File: config.mk
export PLATFORM = sky130hd
export DESIGN_NAME = multicore_run_controller_flat
export DESIGN_NICKNAME = d
export VERILOG_FILES = /design/src/rtl/multicore_run_controller_pkg.sv /design/src/rtl/multicore_run_controller_if.sv /design/src/rtl/multicore_run_controller_sat_counter.sv /design/src/rtl/multicore_run_controller.sv /design/src/flat_wrapper.sv
export SDC_FILE = /design/constraint.sdc
export NUM_CORES = 1
export LEC_CHECK = 0
export CORE_AREA = 2 2 130 132
export DETAILED_ROUTE_END_ITERATION = 10
export DIE_AREA = 0 0 132 134
export DONT_BUFFER_PORTS = 1
export GPL_TIMING_DRIVEN = 0
export MAX_ROUTING_LAYER = met4
export PLACE_DENSITY = 0.55
export SLEW_MARGIN = 20
export SYNTH_ARGS = -nofsm -noshare
export SYNTH_HDL_FRONTEND = slang
export SYNTH_SLANG_ARGS = --single-unit
File: constraint.sdc
create_clock -name clock -period 3.4 [get_ports clock]
set_clock_uncertainty 0.2 [all_clocks]
set_input_delay 0.51 -clock clock [delete_from_list [all_inputs] [get_ports clock]]
set_output_delay 0.51 -clock clock [all_outputs]
set_load 0.005 [all_outputs]
File: src/rtl/multicore_run_controller_pkg.sv
// multicore_pkg: shared definitions for the multicore run controller.
//   - per-core status codes driven to the processor array
//   - controller state encoding
//   - default core count
package multicore_pkg;

    localparam int DEFAULT_NUM_CORES = 4;

    localparam logic [1:0] ST_IDLE = 2'b00;
    localparam logic [1:0] ST_RUN  = 2'b01;
    localparam logic [1:0] ST_HALT = 2'b10;
    // 2'b11 is reserved and never driven.

    typedef enum logic [2:0] {
        S_IDLE,
        S_LAUNCH,
        S_RUN,
        S_DONE,
        S_TIMEOUT
    } state_e;

endpackage

File: src/rtl/multicore_run_controller_if.sv
// multicore_run_controller_if: host/processor-side signal bundle of the
// run controller.
//   master : host/harness side (drives start, clear, core_mask,
//            timeout_cycles and the processor's end_process levels)
//   slave  : controller side (drives status, busy, done, timed_out,
//            finished_mask, cycle_count)
interface multicore_run_controller_if
    import multicore_pkg::*;
#(
    parameter int NUM_CORES = DEFAULT_NUM_CORES,
    parameter int STATUS_W  = 2,
    parameter int CYCLE_W   = 32
);

    logic                          start;
    logic                          clear;
    logic [NUM_CORES-1:0]          core_mask;
    logic [CYCLE_W-1:0]            timeout_cycles;
    logic [NUM_CORES-1:0]          end_process;
    logic [NUM_CORES*STATUS_W-1:0] status;
    logic                          busy;
    logic                          done;
    logic                          timed_out;
    logic [NUM_CORES-1:0]          finished_mask;
    logic [CYCLE_W-1:0]            cycle_count;

    modport master (
        output start, clear, core_mask, timeout_cycles, end_process,
        input  status, busy, done, timed_out, finished_mask, cycle_count
    );

    modport slave (
        input  start, clear, core_mask, timeout_cycles, end_process,
        output status, busy, done, timed_out, finished_mask, cycle_count
    );

endinterface

File: src/rtl/multicore_run_controller_sat_counter.sv
// sat_cycle_counter: CYCLE_W-bit up counter with synchronous clear and
// enable that saturates at all-ones.
//   clock, reset : clock and asynchronous active-high reset
//   clear        : load zero (has priority over enable)
//   enable       : count up by one unless saturated
//   count        : registered count
//   count_next   : value count will take at the next edge
module sat_cycle_counter #(
    parameter int CYCLE_W = 32
) (
    input  logic               clock,
    input  logic               reset,
    input  logic               clear,
    input  logic               enable,
    output logic [CYCLE_W-1:0] count,
    output logic [CYCLE_W-1:0] count_next
);

    logic [CYCLE_W-1:0] count_q;
    logic [CYCLE_W-1:0] count_d;

    always_comb begin
        count_d = count_q;
        if (clear) begin
            count_d = '0;
        end else if (enable && (count_q != '1)) begin
            count_d = count_q + CYCLE_W'(1);
        end
    end

    always_ff @(posedge clock or posedge reset) begin
        if (reset) begin
            count_q <= '0;
        end else begin
            count_q <= count_d;
        end
    end

    assign count      = count_q;
    assign count_next = count_d;

endmodule

File: src/rtl/multicore_run_controller.sv
// multicore_run_controller: launch/monitor controller for the N-core
// matrix-multiply processor.
//   clock, reset : clock and asynchronous active-high reset
//   bus (slave)  : start/clear handshake, core_mask and timeout_cycles
//                  (sampled on an accepted start), end_process levels,
//                  and the registered outputs status, busy, done,
//                  timed_out, finished_mask and cycle_count.
// Flow: IDLE -> LAUNCH (1 cycle) -> RUN -> DONE | TIMEOUT -> (clear) IDLE.
module multicore_run_controller
    import multicore_pkg::*;
#(
    parameter int NUM_CORES = DEFAULT_NUM_CORES,
    parameter int STATUS_W  = 2,
    parameter int CYCLE_W   = 32
) (
    input logic                       clock,
    input logic                       reset,
    multicore_run_controller_if.slave bus
);

    state_e                        state_q, state_d;
    logic [NUM_CORES-1:0]          mask_q, mask_d;
    logic [CYCLE_W-1:0]            timeout_q, timeout_d;
    logic [NUM_CORES*STATUS_W-1:0] status_q, status_d;
    logic                          busy_q, busy_d;
    logic                          done_q, done_d;
    logic                          timed_out_q, timed_out_d;
    logic [NUM_CORES-1:0]          finished_q, finished_d;

    logic                          cnt_clear;
    logic                          cnt_en;
    logic [CYCLE_W-1:0]            cnt;
    logic [CYCLE_W-1:0]            cnt_next;
    logic [NUM_CORES-1:0]          new_fin;

    sat_cycle_counter #(
        .CYCLE_W (CYCLE_W)
    ) u_cycle_counter (
        .clock      (clock),
        .reset      (reset),
        .clear      (cnt_clear),
        .enable     (cnt_en),
        .count      (cnt),
        .count_next (cnt_next)
    );

    // Masked-off cores can never contribute to completion.
    assign new_fin = bus.end_process & mask_q;

    always_comb begin
        state_d     = state_q;
        mask_d      = mask_q;
        timeout_d   = timeout_q;
        status_d    = status_q;
        busy_d      = busy_q;
        done_d      = done_q;
        timed_out_d = timed_out_q;
        finished_d  = finished_q;
        cnt_clear   = 1'b0;
        cnt_en      = 1'b0;

        unique case (state_q)
            S_IDLE: begin
                if (bus.start) begin
                    mask_d     = bus.core_mask;
                    timeout_d  = bus.timeout_cycles;
                    finished_d = '0;
                    cnt_clear  = 1'b1;
                    if (bus.core_mask != '0) begin
                        state_d = S_LAUNCH;
                        busy_d  = 1'b1;
                    end else begin
                        state_d = S_DONE;
                        done_d  = 1'b1;
                    end
                end
            end

            S_LAUNCH: begin
                for (int unsigned i = 0; i < NUM_CORES; i++) begin
                    status_d[i*STATUS_W +: STATUS_W] =
                        mask_q[i] ? STATUS_W'(ST_RUN) : STATUS_W'(ST_IDLE);
                end
                state_d = S_RUN;
            end

            S_RUN: begin
                cnt_en     = 1'b1;
                finished_d = finished_q | new_fin;
                for (int unsigned i = 0; i < NUM_CORES; i++) begin
                    if (new_fin[i]) begin
                        status_d[i*STATUS_W +: STATUS_W] = STATUS_W'(ST_HALT);
                    end
                end
                // Completion is checked first so it wins a same-cycle timeout.
                if (finished_d == mask_q) begin
                    state_d = S_DONE;
                    busy_d  = 1'b0;
                    done_d  = 1'b1;
                end else if ((timeout_q != '0) && (cnt_next == timeout_q)) begin
                    state_d     = S_TIMEOUT;
                    busy_d      = 1'b0;
                    timed_out_d = 1'b1;
                    for (int unsigned i = 0; i < NUM_CORES; i++) begin
                        if (mask_q[i]) begin
                            status_d[i*STATUS_W +: STATUS_W] = STATUS_W'(ST_HALT);
                        end
                    end
                end
            end

            S_DONE, S_TIMEOUT: begin
                // finished_mask and cycle_count are kept for the host to read.
                if (bus.clear) begin
                    state_d     = S_IDLE;
                    done_d      = 1'b0;
                    timed_out_d = 1'b0;
                    for (int unsigned i = 0; i < NUM_CORES; i++) begin
                        status_d[i*STATUS_W +: STATUS_W] = STATUS_W'(ST_IDLE);
                    end
                end
            end

            default: begin
                state_d = S_IDLE;
            end
        endcase
    end

    always_ff @(posedge clock or posedge reset) begin
        if (reset) begin
            state_q     <= S_IDLE;
            mask_q      <= '0;
            timeout_q   <= '0;
            status_q    <= '0;
            busy_q      <= 1'b0;
            done_q      <= 1'b0;
            timed_out_q <= 1'b0;
            finished_q  <= '0;
        end else begin
            state_q     <= state_d;
            mask_q      <= mask_d;
            timeout_q   <= timeout_d;
            status_q    <= status_d;
            busy_q      <= busy_d;
            done_q      <= done_d;
            timed_out_q <= timed_out_d;
            finished_q  <= finished_d;
        end
    end

    assign bus.status        = status_q;
    assign bus.busy          = busy_q;
    assign bus.done          = done_q;
    assign bus.timed_out     = timed_out_q;
    assign bus.finished_mask = finished_q;
    assign bus.cycle_count   = cnt;

endmodule

File: src/flat_wrapper.sv
// flat-port wrapper written by rule: the top's interface ports become plain ports
module multicore_run_controller_flat import multicore_pkg::*;
#(
    parameter int NUM_CORES = DEFAULT_NUM_CORES,
    parameter int STATUS_W  = 2,
    parameter int CYCLE_W   = 32
)
  (clock, reset, bus_start, bus_clear, bus_core_mask, bus_timeout_cycles, bus_end_process, bus_status, bus_busy, bus_done, bus_timed_out, bus_finished_mask, bus_cycle_count);
  multicore_run_controller_if #(.NUM_CORES(NUM_CORES), .STATUS_W(STATUS_W), .CYCLE_W(CYCLE_W)) bus_i ();
  input logic clock;
  input logic reset;
  input wire logic [$bits(bus_i.start)-1:0] bus_start;
  input wire logic [$bits(bus_i.clear)-1:0] bus_clear;
  input wire logic [$bits(bus_i.core_mask)-1:0] bus_core_mask;
  input wire logic [$bits(bus_i.timeout_cycles)-1:0] bus_timeout_cycles;
  input wire logic [$bits(bus_i.end_process)-1:0] bus_end_process;
  output wire logic [$bits(bus_i.status)-1:0] bus_status;
  output wire logic [$bits(bus_i.busy)-1:0] bus_busy;
  output wire logic [$bits(bus_i.done)-1:0] bus_done;
  output wire logic [$bits(bus_i.timed_out)-1:0] bus_timed_out;
  output wire logic [$bits(bus_i.finished_mask)-1:0] bus_finished_mask;
  output wire logic [$bits(bus_i.cycle_count)-1:0] bus_cycle_count;
  assign bus_i.start = bus_start;
  assign bus_i.clear = bus_clear;
  assign bus_i.core_mask = bus_core_mask;
  assign bus_i.timeout_cycles = bus_timeout_cycles;
  assign bus_i.end_process = bus_end_process;
  assign bus_status = bus_i.status;
  assign bus_busy = bus_i.busy;
  assign bus_done = bus_i.done;
  assign bus_timed_out = bus_i.timed_out;
  assign bus_finished_mask = bus_i.finished_mask;
  assign bus_cycle_count = bus_i.cycle_count;
  multicore_run_controller #(.NUM_CORES(NUM_CORES), .STATUS_W(STATUS_W), .CYCLE_W(CYCLE_W)) u_core (.clock(clock), .reset(reset), .bus(bus_i));
endmodule
==> results.md <==
* Status: finished with violations
* Failing checks: negative setup slack
* Post-synth cell types at 74
* RSZ-0062 raised after global routing: true
* Final hold violation count at 0
* CP max-delay cell: or4_4
* WS Path Type: reg2reg
* CTS tree: built
* Most frequent cells in the layout: nand2_1, dfrtp_1, nor2_1, buf_4, a21oi_1
* FF-to-FF End: u_core.bus.status[4]$_DFFE_PP0P_
* Area delta synth->final at 26.58%
* DIE WIDTH at 132 um
* Static leakage at 0.003044 uW
* EDFF count, synth at 0
* Most common cell after layout, fill and taps aside: nand2_1
* Crit-path max FO at 5
* Hold WS at a little under 0.06 ns
* DR pass1 iterations at 5
* Switch share at between 40% and 50%
* Nets@finish at a little under 800
* Max-slew headroom at 33.31%
* Clock share of power at about a fifth
* Starting DRC count in detailed routing at ~670
* Comb power frac at roughly 44%
* Setup violators final at 12
* RR Startpoint: u_core.state_q[2]$_DFFE_PP0P_
* Hold Crit Class: in2reg
* Total of max-cap violations at 0
* ANT nets after route at 0
* Area of the multi-input gates at between 3000 and 4000 sq um
* IO Port Bufs at 0
* VDD IR max at 0.3177 mV
* Largest net degree at the start of global routing at just under 60
* Synthesized area at 5579 sq um
* Die Area at 17690 sq um
* Worst Tran Pin Value at 0.9913 ns
* Chip Height at roughly 130 um
* Arrival time worst endpoint at 3.84 ns
* Crit. End Element: register
* DRC at 0
* FMAX at approximately 260 MHz
* TritonCTS buffer count at 9
* Power, Total at ~5200 uW
* Vias per inst at just over 6
* Global placer's final weighted congestion at roughly 0.99
* Ys flop type: dfrtp_1
* Synthesized area per cell at 8.121 sq um
* Routed wire per std cell at around 23 um
* Setup TNS at -4.189 ns
* Period utilization at 111.5%
* Top Ports at 91
* Tmin final at 3.792 ns
* Yosys reg bits at 86
* Setup ws final at -0.3925 ns
* Sw power at between 2000 and 2500 uW
* Crit-path cells: nand4bb_1 -> nor4_4 -> buf_4 -> nor2_1 -> nor4_2 -> and4_1 -> nand4bb_1 -> or4_4 -> nor4_4 -> buf_4 -> nand3_2 -> a41o_1
* Worst-Skew Late Latency at about 0.36 ns
* Crit path from: u_core.state_q[2]$_DFFE_PP0P_
* Vias in the first global route at between 5000 and 6000
* Largest stage delay on the critical path at 0.53 ns
* Initial antenna violation count at 0
* ANT cells at 0
* Cell internal pwr at roughly 2900 uW
* Sequential cell area at between 2000 and 2500 sq um
* R2R depth at 12
* Async S/R FF share, synth at between 90% and 100%
* Final Max Slew Viols at 0
* Post-Syn Instances at between 600 and 700
* Power density cells at between 700 and 800 nW/um^2
* CTS max path bufs at 2
* GRT Overall Usage at between 20% and 30%
* Fillcell total at roughly 1700
* Reg clk slew, reported paths at roughly 0.070 ns
* Overflow left after global routing at 0
* Placeable core area at approximately 16000 sq um
* Non-filler cells, final at around 960
* Synthesized net count at 732
* H-Tree Depth at 3
* Routed wire length at between 20 and 25 mm
* Setup crit start kind: register
* DPL Wire Length at between 15 and 20 mm
* Via count at 5883
* Row cnt at 47
* Sequential area share after synthesis at around two fifths
* Share of layout cells above drive strength 1 at ~22%
* Starting Density at approximately a third
* Clock sink count at 86
* Placed Cells at ~900
* Sequential share of power at a little over a third
* Worst setup path end: u_core.bus.status[4]$_DFFE_PP0P_
* Yosys warns at 0
* Clk root buf: clkbuf_16
* First-pass GRT wire length at approximately 35 mm
* R2r setup slk at -0.39 ns
* Critical Path RT at about 3.5 ns
[routing by layer]
metal  global-route usage (%)  vias up  share of wire (%)
li1                         -     2620                  -
met1                    37.04     2922                 44
met2                    38.63      279                 44
met3                    5.480       62                8.5
met4                    9.179        0                3.1
met5                        -        -                  0
[state kept, by name, indices dropped and copies added (netlist names)]
| name | flops |
|---|---|
| u_core.timeout_q | 32 |
| u_core.state_q | 3 |
| u_core.mask_q | 4 |
| u_core.bus.status | 8 |
| u_core.bus.done | 1 |
| u_core.bus.finished_mask | 4 |
| u_core.bus.timed_out | 1 |
| u_core.u_cycle_counter.count | 32 |
| u_core.bus.busy | 1 |
[cells in the mapped netlist (7+ instances only)]
| library cell | count | area share (%) |
|---|---|---|
| nand2_1 | 138 | 9.3 |
| dfrtp_1 | 86 | 39 |
| nor2_1 | 48 | 3.2 |
| a21oi_1 | 32 | 2.9 |
| o21ai_0 | 28 | 2.5 |
| nor3_1 | 25 | 2.2 |
| inv_1 | 22 | 1.5 |
| nand4_1 | 22 | 2.5 |
| nand3_1 | 20 | 1.8 |
| nor4_1 | 20 | 2.2 |
| clkbuf_1 | 19 | 1.3 |
| xnor2_1 | 17 | 2.7 |
| nand2b_1 | 12 | 1.3 |
| o211ai_1 | 12 | 1.6 |
| and4_1 | 11 | 1.7 |
| or3_1 | 11 | 1.2 |
| a31oi_1 | 10 | 1.1 |
| xor2_1 | 10 | 1.6 |
| buf_2 | 9 | 0.81 |
| or4_1 | 8 | 1.1 |
| a211oi_1 | 7 | 0.94 |
| mux2i_1 | 7 | 1.3 |
| nor2b_1 | 7 | 0.78 |
[kinds of logic after synthesis]
| family | Yosys count | synth area share [%] |
|---|---|---|
| flip-flops | 86 | 38.57 |
| multiplexers | 8 | 1.458 |
| buffers and inverters | 57 | 4.104 |
| AO/OA/AOI/OAI | 143 | 17.16 |
| adder cells (fa/ha/maj) | 1 | 0.2242 |
| XOR/XNOR | 27 | 4.238 |
| AND/OR/NAND/NOR | 365 | 34.25 |
[how the worst min path moves through the flow]
stage                                           startpoint                          endpoint  slack, ns  depth (start not counted)
after floorplan           u_core.timeout_q[25]$_DFFE_PP0N_  u_core.timeout_q[25]$_DFFE_PP0N_       0.28                          2
after global placement    u_core.timeout_q[12]$_DFFE_PP0N_  u_core.timeout_q[12]$_DFFE_PP0N_       0.31                          2
after detailed placement                             reset      u_core.mask_q[1]$_DFFE_PP0N_       0.20                          1
after CTS                           bus_timeout_cycles[20]  u_core.timeout_q[20]$_DFFE_PP0N_       0.05                          2
after global routing                bus_timeout_cycles[30]  u_core.timeout_q[30]$_DFFE_PP0N_       0.06                          2
final                               bus_timeout_cycles[30]  u_core.timeout_q[30]$_DFFE_PP0N_       0.06                          2
[per-stage QoR]
step / setup slack (ns) / utilization [%] / cell area (sq um)
2_1_floorplan: -0.001126 / - / 5692
3_3_place_gp: -1.234 / 36.63 / 5967
3_5_place_dp: -1.125 / 36.85 / 6003
4_1_cts: -0.2952 / 42.81 / 6974
5_1_grt: -0.4844 / 43.35 / 7062
6_report: -0.3925 / 43.35 / 7062
[critical path: cells and delay by family, from the launching register on]
kind                   cells  cell delay, ns
buffers and inverters      2            0.39
flip-flops                 1            0.45
AO/OA/AOI/OAI              1            0.26
AND/OR/NAND/NOR            9            2.38
[power groups by stage]
stage,clock (uW),combinational (uW),sequential [uW]
global placement,0,2000,1780
detailed placement,0,2040,1790
CTS,1110,2210,1790
floorplan,0,1530,1620
global route,1170,2510,1850
finish,1110,2260,1800
[repair_timing]
action,in CTS,in global routing
buffers inserted,37,3
hold endpoints to repair,28,0
pin swaps,25,3
hold buffers,1,0
gates resized for setup,91,17
setup endpoints to repair,60,32
[area by class of cell]
type | instances | area share (%)
Multi-Input combinational cell | 544 | 51.91
Sequential cell | 86 | 30.72
Timing Repair Buffer | 42 | 4.996
Tap cell | 220 | 3.898
Clock buffer | 9 | 3.189
Buffer | 32 | 2.746
Clock inverter | 6 | 1.329
Inverter | 22 | 1.205
(Power assumes the default switching activity.)
